--- config.mk ---
export PLATFORM = sky130hd
export DESIGN_NAME = uart_csr_sched_flat
export DESIGN_NICKNAME = d
export VERILOG_FILES = /design/src/rtl/uart_csr_sched_if.sv /design/src/rtl/uart_csr_sched.sv /design/src/flat_wrapper.sv
export SDC_FILE = /design/constraint.sdc
export NUM_CORES = 1
export LEC_CHECK = 0
export CORE_MARGIN = 2
export CORE_UTILIZATION = 35
export DETAILED_ROUTE_END_ITERATION = 8
export GPL_ROUTABILITY_DRIVEN = 0
export PLACE_DENSITY = 0.8
export SYNTH_ARGS = -nofsm -noshare
export SYNTH_HDL_FRONTEND = slang
export SYNTH_SLANG_ARGS = --single-unit
export TNS_END_PERCENT = 5
--- constraint.sdc ---
create_clock -name sys_clk -period 3.5 [get_ports sys_clk]
set_input_delay 0.35 -clock sys_clk [delete_from_list [all_inputs] [get_ports sys_clk]]
set_output_delay 0.35 -clock sys_clk [all_outputs]
set_load 0.005 [all_outputs]
--- src/rtl/uart_csr_sched_if.sv ---
// Requester, receive-side and UART CSR bus signals of the scheduler.
// The master modport is the scheduler itself; slave is its environment.
interface uart_csr_sched_if;
  logic        a_valid;
  logic [7:0]  a_data;
  logic        a_ready;
  logic        b_valid;
  logic [7:0]  b_data;
  logic        b_ready;
  logic [7:0]  rx_data;
  logic        rx_valid;
  logic        rx_ready;
  logic        rx_overflow;
  logic        tx_timeout;
  logic        busy;
  logic [13:0] csr_a;
  logic        csr_we;
  logic [31:0] csr_di;
  logic [31:0] csr_do;
  logic        rx_irq;
  logic        tx_irq;

  modport master (
    input  a_valid, a_data, b_valid, b_data, rx_ready, csr_do, rx_irq, tx_irq,
    output a_ready, b_ready, rx_data, rx_valid, rx_overflow, tx_timeout, busy,
           csr_a, csr_we, csr_di
  );

  modport slave (
    output a_valid, a_data, b_valid, b_data, rx_ready, csr_do, rx_irq, tx_irq,
    input  a_ready, b_ready, rx_data, rx_valid, rx_overflow, tx_timeout, busy,
           csr_a, csr_we, csr_di
  );
endinterface

--- src/rtl/uart_csr_sched.sv ---
// Schedules two byte requesters and received-byte reads onto a single UART CSR port.
// Programs the baud divisor once after reset, then arbitrates round-robin with RX first.
//
// state     | meaning
// S_CFG     | write divisor register, once after reset
// S_IDLE    | arbitrate: pending RX read first, else round-robin TX grant
// S_TX_WAIT | byte written, waiting for tx_irq or timeout
// S_RX_RD   | data register address presented
// S_RX_CAP  | read data valid, capture or drop the byte
module uart_csr_sched #(
  parameter logic [13:0] CSR_RXTX_ADDR = 14'h0000,
  parameter logic [13:0] CSR_DIV_ADDR  = 14'h0001,
  parameter logic [15:0] DIVISOR       = 16'd27,
  parameter logic [15:0] TX_TIMEOUT    = 16'd65535
) (
  input logic              sys_clk,
  input logic              sys_rst_n,
  uart_csr_sched_if.master bus
);

  typedef enum logic [2:0] {
    S_CFG,
    S_IDLE,
    S_TX_WAIT,
    S_RX_RD,
    S_RX_CAP
  } state_t;

  state_t      state_q;
  logic        rr_last_b_q;
  logic        rx_pend_q;
  logic        rx_pend_d;
  logic [15:0] cnt_q;
  logic [13:0] csr_a_q;
  logic        csr_we_q;
  logic [31:0] csr_di_q;
  logic [7:0]  rx_data_q;
  logic        rx_valid_q;
  logic        rx_ovf_q;
  logic        tx_tmo_q;

  logic arb_ok;
  logic gnt_a;
  logic gnt_b;
  logic rx_take;
  logic rx_enter;

  always_comb begin
    arb_ok    = (state_q == S_IDLE) && !rx_pend_q;
    gnt_a     = arb_ok && bus.a_valid && (!bus.b_valid || rr_last_b_q);
    gnt_b     = arb_ok && bus.b_valid && !gnt_a;
    rx_take   = rx_valid_q && bus.rx_ready;
    rx_enter  = (state_q == S_IDLE) && rx_pend_q;
    // a fresh rx_irq on the clearing edge must survive the clear
    rx_pend_d = bus.rx_irq || (rx_pend_q && !rx_enter);
  end

  always_ff @(posedge sys_clk or negedge sys_rst_n) begin
    if (!sys_rst_n) begin
      state_q     <= S_CFG;
      rr_last_b_q <= 1'b1;
      rx_pend_q   <= 1'b0;
      cnt_q       <= '0;
      csr_a_q     <= '0;
      csr_we_q    <= 1'b0;
      csr_di_q    <= '0;
      rx_data_q   <= '0;
      rx_valid_q  <= 1'b0;
      rx_ovf_q    <= 1'b0;
      tx_tmo_q    <= 1'b0;
    end else begin
      csr_we_q  <= 1'b0;
      rx_ovf_q  <= 1'b0;
      tx_tmo_q  <= 1'b0;
      rx_pend_q <= rx_pend_d;
      if (rx_take) rx_valid_q <= 1'b0;

      case (state_q)
        S_CFG: begin
          csr_we_q <= 1'b1;
          csr_a_q  <= CSR_DIV_ADDR;
          csr_di_q <= {16'b0, DIVISOR};
          state_q  <= S_IDLE;
        end
        S_IDLE: begin
          if (rx_pend_q) begin
            csr_a_q <= CSR_RXTX_ADDR;
            state_q <= S_RX_RD;
          end else if (gnt_a || gnt_b) begin
            csr_we_q    <= 1'b1;
            csr_a_q     <= CSR_RXTX_ADDR;
            csr_di_q    <= {24'b0, gnt_a ? bus.a_data : bus.b_data};
            rr_last_b_q <= gnt_b;
            cnt_q       <= '0;
            state_q     <= S_TX_WAIT;
          end
        end
        S_TX_WAIT: begin
          if (bus.tx_irq) begin
            state_q <= S_IDLE;
          end else if (cnt_q == TX_TIMEOUT - 16'd1) begin
            tx_tmo_q <= 1'b1;
            state_q  <= S_IDLE;
          end else begin
            cnt_q <= cnt_q + 16'd1;
          end
        end
        S_RX_RD: state_q <= S_RX_CAP;
        S_RX_CAP: begin
          if (!rx_valid_q || rx_take) begin
            rx_data_q  <= bus.csr_do[7:0];
            rx_valid_q <= 1'b1;
          end else begin
            rx_ovf_q <= 1'b1;
          end
          state_q <= S_IDLE;
        end
        default: state_q <= S_CFG;
      endcase
    end
  end

  assign bus.a_ready     = gnt_a;
  assign bus.b_ready     = gnt_b;
  assign bus.rx_data     = rx_data_q;
  assign bus.rx_valid    = rx_valid_q;
  assign bus.rx_overflow = rx_ovf_q;
  assign bus.tx_timeout  = tx_tmo_q;
  assign bus.busy        = (state_q != S_IDLE);
  assign bus.csr_a       = csr_a_q;
  assign bus.csr_we      = csr_we_q;
  assign bus.csr_di      = csr_di_q;

endmodule

--- src/flat_wrapper.sv ---
// flat-port wrapper written by rule: the top's interface ports become plain ports
module uart_csr_sched_flat 
#(
  parameter logic [13:0] CSR_RXTX_ADDR = 14'h0000,
  parameter logic [13:0] CSR_DIV_ADDR  = 14'h0001,
  parameter logic [15:0] DIVISOR       = 16'd27,
  parameter logic [15:0] TX_TIMEOUT    = 16'd65535
)
  (sys_clk, sys_rst_n, bus_a_valid, bus_a_data, bus_b_valid, bus_b_data, bus_rx_ready, bus_csr_do, bus_rx_irq, bus_tx_irq, bus_a_ready, bus_b_ready, bus_rx_data, bus_rx_valid, bus_rx_overflow, bus_tx_timeout, bus_busy, bus_csr_a, bus_csr_we, bus_csr_di);
  uart_csr_sched_if bus_i ();
  input logic sys_clk;
  input logic sys_rst_n;
  input wire logic [$bits(bus_i.a_valid)-1:0] bus_a_valid;
  input wire logic [$bits(bus_i.a_data)-1:0] bus_a_data;
  input wire logic [$bits(bus_i.b_valid)-1:0] bus_b_valid;
  input wire logic [$bits(bus_i.b_data)-1:0] bus_b_data;
  input wire logic [$bits(bus_i.rx_ready)-1:0] bus_rx_ready;
  input wire logic [$bits(bus_i.csr_do)-1:0] bus_csr_do;
  input wire logic [$bits(bus_i.rx_irq)-1:0] bus_rx_irq;
  input wire logic [$bits(bus_i.tx_irq)-1:0] bus_tx_irq;
  output wire logic [$bits(bus_i.a_ready)-1:0] bus_a_ready;
  output wire logic [$bits(bus_i.b_ready)-1:0] bus_b_ready;
  output wire logic [$bits(bus_i.rx_data)-1:0] bus_rx_data;
  output wire logic [$bits(bus_i.rx_valid)-1:0] bus_rx_valid;
  output wire logic [$bits(bus_i.rx_overflow)-1:0] bus_rx_overflow;
  output wire logic [$bits(bus_i.tx_timeout)-1:0] bus_tx_timeout;
  output wire logic [$bits(bus_i.busy)-1:0] bus_busy;
  output wire logic [$bits(bus_i.csr_a)-1:0] bus_csr_a;
  output wire logic [$bits(bus_i.csr_we)-1:0] bus_csr_we;
  output wire logic [$bits(bus_i.csr_di)-1:0] bus_csr_di;
  assign bus_i.a_valid = bus_a_valid;
  assign bus_i.a_data = bus_a_data;
  assign bus_i.b_valid = bus_b_valid;
  assign bus_i.b_data = bus_b_data;
  assign bus_i.rx_ready = bus_rx_ready;
  assign bus_i.csr_do = bus_csr_do;
  assign bus_i.rx_irq = bus_rx_irq;
  assign bus_i.tx_irq = bus_tx_irq;
  assign bus_a_ready = bus_i.a_ready;
  assign bus_b_ready = bus_i.b_ready;
  assign bus_rx_data = bus_i.rx_data;
  assign bus_rx_valid = bus_i.rx_valid;
  assign bus_rx_overflow = bus_i.rx_overflow;
  assign bus_tx_timeout = bus_i.tx_timeout;
  assign bus_busy = bus_i.busy;
  assign bus_csr_a = bus_i.csr_a;
  assign bus_csr_we = bus_i.csr_we;
  assign bus_csr_di = bus_i.csr_di;
  uart_csr_sched #(.CSR_RXTX_ADDR(CSR_RXTX_ADDR), .CSR_DIV_ADDR(CSR_DIV_ADDR), .DIVISOR(DIVISOR), .TX_TIMEOUT(TX_TIMEOUT)) u_core (.sys_clk(sys_clk), .sys_rst_n(sys_rst_n), .bus(bus_i));
endmodule
; Word level (Yosys, flattened, before mapping)
; Cells that the tools add are included.
[classes]
reduce_logical = 27
add_sub_neg = 1
muxes = 28
n_mul = 0
order_cmp = 0
n_shift = 0
div = 0
bitwise = 1
eq_ne = 12
[ops]
columns = cell, count
row1 = 16-bit two-way mux, 4
row2 = 32-bit two-way mux, 2
row3 = 32-bit one-hot mux with 2 select lines, 1
row4 = 16-bit one-hot mux with 2 select lines, 1
row5 = 14-bit two-way mux, 2
row6 = 14-bit one-hot mux with 2 select lines, 1
row7 = "16-bit by 1-bit adder with 16-bit output, second input constant", 1
row8 = "16-bit equality test, second input constant", 1
row9 = 3-bit two-way mux, 4
row10 = 3-bit one-hot mux with 4 select lines, 1
row11 = 1-bit two-way mux, 10
row12 = 1-bit logical AND, 8
row13 = 8-bit two-way mux, 1
row14 = "2-bit inequality test, second input constant", 4
row15 = "3-bit by 2-bit equality test with 1-bit output, second input constant", 2
row16 = "3-bit by 2-bit inequality test with 1-bit output, second input constant", 2
row17 = 2-bit AND reduction, 3
row18 = 3-bit AND reduction, 2
row19 = 1-bit zero test, 5
row20 = 5-bit AND reduction, 1
row21 = 1-bit logical OR, 4
row22 = 2-bit nonzero test, 2
row23 = "3-bit by 1-bit equality test with 1-bit output, second input constant", 1
row24 = "3-bit equality test, second input constant", 1
row25 = other kinds (5), 5
[totals]
romBits = 0
latch_bits = 0
out_inout_bits = 61
register_bits = 79
input_bits = 55
mem_count = 0
ram_bits = 0
wordCells = 80

; Logic depth before layout (Yosys ltp)
[logic_depth]
ltp_word = 10
depth_mapped = 8
ltp_nobuf = 8

; Least setup slack after synthesis
; Ideal clock, no wire load.
[synth_path]
path_kind = reg2reg
startpoint = reg u_core.state_q[2]
endpoint = reg u_core.csr_di_q[3], in the netlist u_core.bus.csr_di[3]
setup_slack_ns = 1.742
path_stages_with_launch = 8
period_less_slack_ns = 1.758
setup_time_ns = 0.123
n_path_buf = 1
required_ns = 3.377
arrival_ns = 1.636
cell_sequence = dfrtp_1 -> nor2_1 -> and2_1 -> inv_2 -> nor2_1 -> nand3_1 -> clkbuf_1 -> o221a_2
[synth_via]
elab_chain_len = 9
word_cells_on_any_way = 17
cone_classes = eq/ne (3) / mux (4) / reduce/logical (10)
[synth_lines]
columns = element, line
row1 = "start, declared", uart_csr_sched.sv:29  ; state_t state_q;
row2 = "start signal, assigned", uart_csr_sched.sv:60  ; state_q <= S_CFG;
row3 = "start signal, assigned", uart_csr_sched.sv:83  ; state_q <= S_IDLE;
row4 = "start signal, assigned", uart_csr_sched.sv:88  ; state_q <= S_RX_RD;
row5 = 3-bit by 1-bit equality test with 1-bit output, "uart_csr_sched.sv:49, uart_csr_sched.sv:78"
row6 = 1-bit logical AND, uart_csr_sched.sv:49  ; arb_ok = (state_q == S_IDLE) && !rx_pend_q;
row7 = 1-bit logical AND (2 in series), uart_csr_sched.sv:50  ; gnt_a = arb_ok && bus.a_valid && (!bus.b_valid || rr_last_b_q);
row8 = 1-bit zero test, uart_csr_sched.sv:51  ; gnt_b = arb_ok && bus.b_valid && !gnt_a;
row9 = 1-bit logical AND, uart_csr_sched.sv:51
row10 = 1-bit logical OR, uart_csr_sched.sv:89  ; end else if (gnt_a || gnt_b) begin
row11 = 2-bit inequality test (no line), n/a
row12 = 3-bit AND reduction (no line), n/a
row13 = "end signal, assigned", uart_csr_sched.sv:82  ; csr_di_q <= {16'b0, DIVISOR};
row14 = "end signal, assigned", uart_csr_sched.sv:92  ; csr_di_q <= {24'b0, gnt_a ? bus.a_data : bus.b_data};
row15 = "end, declared", uart_csr_sched.sv:36  ; logic [31:0] csr_di_q;
; Several ways; a longest one is shown, not always the timed one. The select of a mux whose other input is x is not followed.
; A chain may end at the register's enable or synchronous reset.

; Worst setup path in the final report
[layout_path]
startpoint = reg u_core.state_q[2]
endpoint = out bus_a_ready
[layout_via]
elab_chain_len = 4
[layout_lines]
columns = element, line
row1 = 3-bit by 1-bit equality test with 1-bit output, uart_csr_sched.sv:49
row2 = 1-bit logical AND, uart_csr_sched.sv:49
row3 = 1-bit logical AND (2 in series), uart_csr_sched.sv:50
row4 = "end, declared", flat_wrapper.sv:21  ; output wire logic [$bits(bus_i.a_ready)-1:0] bus_a_ready;
; No other way between the ends.

==> flow_metrics.tcl <==
set metrics [dict create \
    clockBufferDepth 2 \
    port_buffers 54 \
    grt_pass1_wl_um 7830 \
    fp-row-count 29 \
    post_cts_buffers 0 \
    path_clk_slew_ps 80 \
    synthArstFlopShare_pct 100 \
    skew_ps 5.93 \
    yosysMostFrequentCell "dfrtp_1" \
    viasPerCell 4.85 \
    grt_max_degree 43 \
    drc 0 \
    layout.area.seq_um2 1050 \
    die_area_um2 7080 \
    postLayoutCoreUtil_pct 44.9 \
    highest_layer "met4" \
    worst_ir_drop_vdd_v 0.000432 \
    synthTopCellsByArea "dfrtp_1 (46%), buf_4 (12%), o21ai_0 (4.0%)" \
    postRouteAntennaNets 0 \
    status "complete, no violations" \
    p_per_area_nw_per_um2 655 \
    worstPathCellList "nor2_1 > and2_1 > inv_2 > nor2_1 > nand3_1 > buf_4 > inv_1 > clkdlybuf4s50_1" \
    yosysWarnings 0 \
    setup-tns-final_ps 0 \
    leakage_nw 1.22 \
    vias 1779 \
    grt_pass1_vias 1751 \
    rsz0062_at_grt "no" \
    cp_num_buf_inv 4 \
    yosysSeqAreaShare_pct 46.8 \
    drt-met1-wl_um 1940 \
    worst_slew_pin_slew_ps 901 \
    cp_common_cell "nor2_1" \
    cts_resized 0 \
    multi_input_area_um2 991 \
    fmax_mhz 353 \
    critPathRequiredTime_ps 3150 \
    nets 346 \
    synth_common_cells "dfrtp_1 (41), buf_4 (37), nor2_1 (21), o21ai_0 (18)" \
    yosysTopAreaCell "dfrtp_1" \
    netlist_area_um2 2250 \
    cts.sinks 42 \
    dpl_cell_area_um2 2710 \
    stdcell_area_um2 2820 \
    hold_viol 0 \
    dp_hpwl_um 3310 \
    slew_viol_final 0 \
    cp-end-kind "output pin" \
    die_x_um 84.1 \
    cts_buffers 5 \
    coreArea_um2 6280 \
    h-tree-depth 2 \
    route.met2.wl_um 2250 \
    rrSetupSlack_ps 1290 \
    drt_iter0_markers 126 \
    clkLatencyLatePin_ps 300 \
    layout_min_cycle_time_ps 2830 \
    grt_use_total_pct 13.4 \
    path_class "flop to output pin" \
    fp.dieH_um 84.1 \
    drv_cap 0 \
    critPathLaunchType "flop" \
    worstPathArrival_ps 2480 \
    io_pins 116 \
    cts_hold_buffers 0 \
    wl_per_cell_um 12.3 \
    dr_wl_met3_um 236 \
    dr.pass1.iters 4 \
    cp_max_fo 13 \
    overflow 0 \
    synth.avg_cell_area_um2 9.56 \
    hold_path_class "input port to asynchronous set/reset pin" \
    drive_above_1_share_pct 10.7 \
    finalSetupViolations 0 \
    ys_types 38 \
    cts.root.buffer_cell "clkbuf_8" \
    synth_seq_cells 42 \
    grt_antenna_before_repair 0 \
    critPathMaxStageDelay_ps 520 \
    area.growth.synth_to_final_pct 25.6 \
    start_util_pct 35.8 \
    timing.final.crit_share_pct 80.9 \
    dominantRegCellSynth "dfrtp_1" \
    synth_top_area_share_pct 45.7 \
    slew_headroom_pct 39.9 \
    fillers 619 \
    postSynthCellCount 235 \
    cp_slowest_cell "clkdlybuf4s50_1" \
    crit_family "buffers and inverters" \
    synth_edf_count 0 \
    n_antenna_cell 0 \
    cts_tree "built" \
    wl_um 4510 \
]
==> per-stage QoR <==
stage | worst slack [ps] | hold slack (ps) | std cells | total power, mW
2_1_floorplan | 1740 | 54.4 | 271 | 1.15
3_3_place_gp | 1050 | 467 | 359 | 1.45
3_5_place_dp | 1010 | 465 | 359 | 1.48
4_1_cts | 666 | 216 | 367 | 1.87
5_1_grt | 551 | 253 | 367 | 1.98
6_report | 667 | 170 | 367 | 1.85
==> report_power, final <==
group | total, mW | switching [mW] | internal [mW]
registers | 0.730 | 0.100 | 0.630
clock network | 0.387 | 0.173 | 0.214
logic | 0.731 | 0.330 | 0.402
==> metal layers <==
| metal | global-route usage, % | up-vias |
|---|---|---|
| li1 | - | 866 |
| met1 | 16.6 | 852 |
| met2 | 22.9 | 54 |
| met3 | 2.57 | 7 |
| met4 | 5.43 | 0 |
| met5 | 0 | - |
==> cells by family after synthesis <==
kind of cell / count (synthesis) / share of synthesized area [%]
compound gates: 58 / 16.5
fa+ha+maj: 2 / 1.11
buf+inv: 50 / 15.1
flops: 42 / 46.8
mux: 8 / 4.01
other cells: 1 / 0.167
simple gates: 74 / 16.3
==> worst paths after layout <==
check / cells after the start / endpoint / from
max: 8 / bus_a_ready / u_core.state_q[2]
min: 1 / u_core.cnt_q[1] / sys_rst_n
max reg2reg: 5 / u_core.cnt_q[15] / u_core.state_q[0]
min reg2reg: 1 / u_core.cnt_q[10] / u_core.cnt_q[10]
max in group asynchronous: 1 / u_core.bus.csr_di[7] / sys_rst_n
min in group sys_clk: 1 / u_core.cnt_q[10] / u_core.cnt_q[10]
==> cells in the final DEF (no fill, tap or decap), types with 4 or more instances in the layout <==
master and count:
conb_1 37, a21oi_1 6, clkdlybuf4s50_1 53, nand4_1 7, o21ai_0 18, inv_1 4, mux2_2 8, o31ai_1 6
dfrtp_1 41, o221a_2 4, nand3_1 15, a31oi_1 10, nor2_1 21, o21ai_1 9, nand2_1 15, clkbuf_8 5
==> worst reg2reg max path: cells and delay by family, from the launching register on <==
| kind | cells | cell delay [ps] |
|---|---|---|
| compound gates | 1 | 210 |
| simple gates | 4 | 1460 |
| flops | 1 | 450 |
==> registers in the layout, summed over array words and instances (netlist names), 3 cells and up <==
signal,flops
u_core.bus.csr_di,8
u_core.bus.rx_data,8
u_core.cnt_q,16
u_core.state_q,3
==> layout make-up <==
type,count,share of cell area [%]
Clock buffer,5,2.44
Timing Repair Buffer,56,19.5
Clock inverter,3,1.55
Sequential cell,42,37.3
Tap cell,77,3.41
Multi-Input combinational cell,179,35.1
Inverter,5,0.665
No activity file was read; power rests on OpenSTA's default activity.
